File: src/rtl/ota_bitstream_decimator.sv
// Counts synchronised comparator ones over a 2^CNT_W sample window and reports the level.
// Optional 3-tap majority glitch filter: define OTA_DECIM_GLITCH_FILTER_EN.
module ota_bitstream_decimator #(
    parameter int unsigned CNT_W  = 8,
    parameter int unsigned SETTLE = 4
) (
    input  logic             clk,
    input  logic             rst,
    input  logic             cmp_in,
    input  logic             start,
    input  logic             continuous,
    input  logic             abort,
    output logic [CNT_W-1:0] result,
    output logic             sat,
    output logic             valid,
    output logic             busy
);

    localparam int unsigned SW = (SETTLE > 1) ? $clog2(SETTLE) : 1;
    localparam logic [SW-1:0] SettleLast = SW'((SETTLE == 0) ? 0 : SETTLE - 1);

    localparam logic [1:0] StIdle   = 2'd0;
    localparam logic [1:0] StSettle = 2'd1;
    localparam logic [1:0] StAccum  = 2'd2;
    localparam logic [1:0] StDone   = 2'd3;

    logic [1:0]       state_q, state_d;
    logic             cmp_meta_q, cmp_s_q;
    logic             cmp_cnt;
    logic [SW-1:0]    settle_cnt_q, settle_cnt_d;
    logic [CNT_W-1:0] win_cnt_q, win_cnt_d;
    logic [CNT_W:0]   acc_q, acc_d;
    logic [CNT_W-1:0] result_q;
    logic             sat_q, valid_q;
    logic             commit;

    always_ff @(posedge clk) begin
        if (rst) begin
            cmp_meta_q <= 1'b0;
            cmp_s_q    <= 1'b0;
        end else begin
            cmp_meta_q <= cmp_in;
            cmp_s_q    <= cmp_meta_q;
        end
    end

`ifdef OTA_DECIM_GLITCH_FILTER_EN
    logic [2:0] taps_q;

    always_ff @(posedge clk) begin
        if (rst) begin
            taps_q <= '0;
        end else begin
            taps_q <= {taps_q[1:0], cmp_s_q};
        end
    end

    assign cmp_cnt = (taps_q[0] & taps_q[1]) | (taps_q[1] & taps_q[2]) | (taps_q[0] & taps_q[2]);
`else
    assign cmp_cnt = cmp_s_q;
`endif

    always_comb begin
        state_d      = state_q;
        settle_cnt_d = settle_cnt_q;
        win_cnt_d    = win_cnt_q;
        acc_d        = acc_q;
        commit       = 1'b0;
        unique case (state_q)
            StIdle: begin
                if (start) begin
                    settle_cnt_d = '0;
                    win_cnt_d    = '0;
                    acc_d        = '0;
                    state_d      = (SETTLE == 0) ? StAccum : StSettle;
                end
            end
            StSettle: begin
                if (abort) begin
                    state_d = StIdle;
                end else if (settle_cnt_q == SettleLast) begin
                    state_d = StAccum;
                end else begin
                    settle_cnt_d = settle_cnt_q + SW'(1);
                end
            end
            StAccum: begin
                if (abort) begin
                    state_d = StIdle;
                end else begin
                    acc_d     = acc_q + {{CNT_W{1'b0}}, cmp_cnt};
                    win_cnt_d = win_cnt_q + CNT_W'(1);
                    if (win_cnt_q == {CNT_W{1'b1}}) begin
                        state_d = StDone;
                    end
                end
            end
            StDone: begin
                // The result commits even when aborted here; abort only blocks the re-arm.
                commit = 1'b1;
                if (continuous && !abort) begin
                    state_d   = StAccum;
                    acc_d     = '0;
                    win_cnt_d = '0;
                end else begin
                    state_d = StIdle;
                end
            end
            default: state_d = StIdle;
        endcase
    end

    always_ff @(posedge clk) begin
        if (rst) begin
            state_q      <= StIdle;
            settle_cnt_q <= '0;
            win_cnt_q    <= '0;
            acc_q        <= '0;
            result_q     <= '0;
            sat_q        <= 1'b0;
            valid_q      <= 1'b0;
        end else begin
            state_q      <= state_d;
            settle_cnt_q <= settle_cnt_d;
            win_cnt_q    <= win_cnt_d;
            acc_q        <= acc_d;
            valid_q      <= commit;
            if (commit) begin
                // acc top bit set means every sample was one: clip to all-ones.
                result_q <= acc_q[CNT_W] ? {CNT_W{1'b1}} : acc_q[CNT_W-1:0];
                sat_q    <= acc_q[CNT_W];
            end
        end
    end

    assign result = result_q;
    assign sat    = sat_q;
    assign valid  = valid_q;
    assign busy   = (state_q != StIdle);

endmodule

File: config.mk
export PLATFORM = sky130hd
export DESIGN_NAME = ota_bitstream_decimator
export DESIGN_NICKNAME = d
export VERILOG_FILES = /design/src/rtl/ota_bitstream_decimator.sv
export SDC_FILE = /design/constraint.sdc
export NUM_CORES = 1
export LEC_CHECK = 0
export ABC_AREA = 1
export CAP_MARGIN = 20
export CORE_AREA = 2 2 61 63
export CTS_CLUSTER_SIZE = 24
export DETAILED_ROUTE_END_ITERATION = 10
export DIE_AREA = 0 0 63 65
export PLACE_DENSITY = 0.69
export SETUP_SLACK_MARGIN = 0.3
export SYNTH_ARGS = -nofsm -noshare
export SYNTH_HDL_FRONTEND = slang
export SYNTH_SLANG_ARGS = --single-unit
File: constraint.sdc
create_clock -name clk -period 1.6 [get_ports clk]
set_clock_uncertainty 0.1 [all_clocks]
set_input_delay 0.16 -clock clk [delete_from_list [all_inputs] [get_ports clk]]
set_output_delay 0.16 -clock clk [all_outputs]
set_load 0.01 [all_outputs]
==> flow_summary.json <==
{
  "fin_cells": 326,
  "grt_max_degree": 12,
  "viasPerCell": 5.37,
  "yosysTopAreaCell": "dfxtp_1",
  "worst_slack_ns": -0.0313,
  "final_util_pct": 72.5,
  "wl_per_cell_um": 15.2,
  "worst-slew-pin-transition_ns": 0.377,
  "antenna_found_initial": 0,
  "p_per_area_mw_per_mm2": 1370,
  "regArea_um2": 667,
  "cts_hold_buf": 0,
  "violations": "negative setup slack",
  "rsz0062_at_grt": "true",
  "synth_flop_cell": "dfxtp_1",
  "synth.most_common_cell": "nand2_1",
  "syn_avg_cell_area_um2": 7.27,
  "slew-limit-headroom_pct": 74.8,
  "synth_commonest_cells": "nand2_1, dfxtp_1, nor2_1",
  "drc": 0,
  "vias": 1749,
  "cts_tree": "built",
  "setup_violations": 1,
  "fp-row-count": 22,
  "cp_data_required_time_ns": 1.75,
  "synthTopCellsByArea": "dfxtp_1, nand2_1, nand3_1, nor2_1, a21oi_1",
  "drv_slew": 0,
  "synth_fp_nets": 235,
  "fill_cells": 266,
  "yosys_warnings": 0,
  "path_class": "flop to flop",
  "fin_crit_ns": 1.63,
  "dieWidth_um": 63,
  "wirelength_um": 4940,
  "hold_class": "input port to flop",
  "gr-usage-all-layers_pct": 22.2,
  "synth_top_cell_area_share_pct": 40.4,
  "period_share_pct": 102,
  "synth_edf_count": 0,
  "multi_input_area_mm2": 0.00113,
  "syn-instance-count": 225,
  "synth_area_mm2": 0.00164,
  "p_total_uw": 3480,
  "io_buffers": 16,
  "hold_violations": 0,
  "leakage_uw": 0.00103,
  "grt-ovfl-total": 0,
  "clk_pin_slew_ns": 0.11,
  "cts_buffer_depth": 2,
  "maxCapViolCount": 0,
  "globalplace.congestion": 0.829,
  "peakVddDrop_v": 0.000856,
  "syn2layout_area_growth_pct": 55.0,
  "dr.first_iter.drc_count": 74,
  "fin_area_mm2": 0.00253,
  "dp.final_hpwl_um": 2650,
  "startpoint_type": "flop",
  "die-height_um": 65,
  "place_area_mm2": 0.00201,
  "die_area_mm2": 0.00410,
  "crit_fanout": 6,
  "ioPinCount": 17,
  "drive_gt1_share_pct": 41.0,
  "clock-sinks": 33,
  "dp.cells": 303,
  "async_reset_ff_share_pct": 0,
  "nets": 287,
  "ant_nets": 0,
  "cts_htree_levels": 2,
  "core_area_mm2": 0.00350,
  "first_pass_iters": 4,
  "fmax_mhz": 613,
  "diodes": 0,
  "clk_root_buffer_cell": "clkbuf_4",
  "pre_cts_ws_ns": -0.0681,
  "cp-end-kind": "flop",
  "yosysSeqAreaShare_pct": 40.4,
  "synth_cell_type_count": 25,
  "initial_core_util_pct": 46.8,
  "crit_arrival_ns": 1.78,
  "ys_seq_elements": 33,
  "grt_pass1_wl_um": 7150,
  "clk_latency_ns": 0.34,
  "status": "finished with violations",
  "grt_pass1_vias": 1603,
  "cts_inserted_buffers": 5
}
[final cells by class]
class	count	share of cell area, %
timing repair buffer	52	21.3
tap	48	2.37
multi-input combinational	161	44.4
clock buffer	6	1.63
clock inverter	2	0.395
inverter	24	3.55
sequential	33	26.3
[path summary, 6_finish.rpt]
path	from	end	slack, ns	cells after the start
worst max-delay path	state_q[0]	win_cnt_q[4]	-0.03	9
worst min-delay path	cmp_in	cmp_meta_q	0.23	3
worst max register to register	state_q[0]	win_cnt_q[4]	-0.03	9
worst min register to register	cmp_meta_q	cmp_cnt	0.31	2
[through the flow]
step	hold slack, ns	setup TNS (ns)
6_report	0.234	-0.0313
5_1_grt	0.255	-0.0569
4_1_cts	0.229	0
3_5_place_dp	0.300	-0.396
3_3_place_gp	0.306	-0.275
2_1_floorplan	0.138	0
[where the power goes]
group	switching (uW)	internal, uW
Combinational	999	1030
Sequential	88.8	913
Clock	278	167
Total	1370	2110
[state kept, by name (all words and copies together) (netlist names), 2 cells and up]
register	count
acc_q	9
result	8
win_cnt_q	8
settle_cnt_q	2
state_q	2
[critical path, cell delays in order, from the launching register on]
cell	delay, ns
dfxtp_2	0.34
buf_6	0.12
buf_6	0.12
nand2_4	0.06
nand2_4	0.07
nor2_8	0.16
buf_6	0.15
buf_16	0.12
nand2_1	0.08
a21oi_1	0.22
[cells in the final DEF, fill, tap and decap left out, drive strengths merged, types with 7 or more instances in the layout]
cell / count
dlygate4sd2: 10
clkbuf: 7
buf: 36
o21ai: 10
nor3: 9
dfxtp: 33
nand2: 51
inv: 24
nand3: 26
nor2: 30
a21oi: 21
[logic make-up (layout without fill, tap and decap cells)]
| kind of cell | Yosys count | in the layout | share of synthesized area [%] |
|---|---|---|---|
| flops | 33 | 33 | 40.4 |
| compound gates | 36 | 36 | 12.2 |
| buf+inv | 31 | 84 | 8.57 |
| fa+ha+maj | 4 | 4 | 3.06 |
| xor+xnor | 1 | 1 | 0.536 |
| simple gates | 120 | 120 | 35.2 |
[what timing repair did]
item	CTS	global route
gates cloned	2	1
setup endpoints to repair	37	31
pin swaps	3	24
gates resized for setup	46	52
setup buffers	10	2
[metal layers]
layer	GRT usage, %	share of wire [%]	vias up
met4	6.11	2.5	0
met1	25.1	40	833
met2	41.4	53	51
met3	5.21	4.5	14
met5	0	0	-
li1	-	-	851
Power figures use the tool's default switching activity.
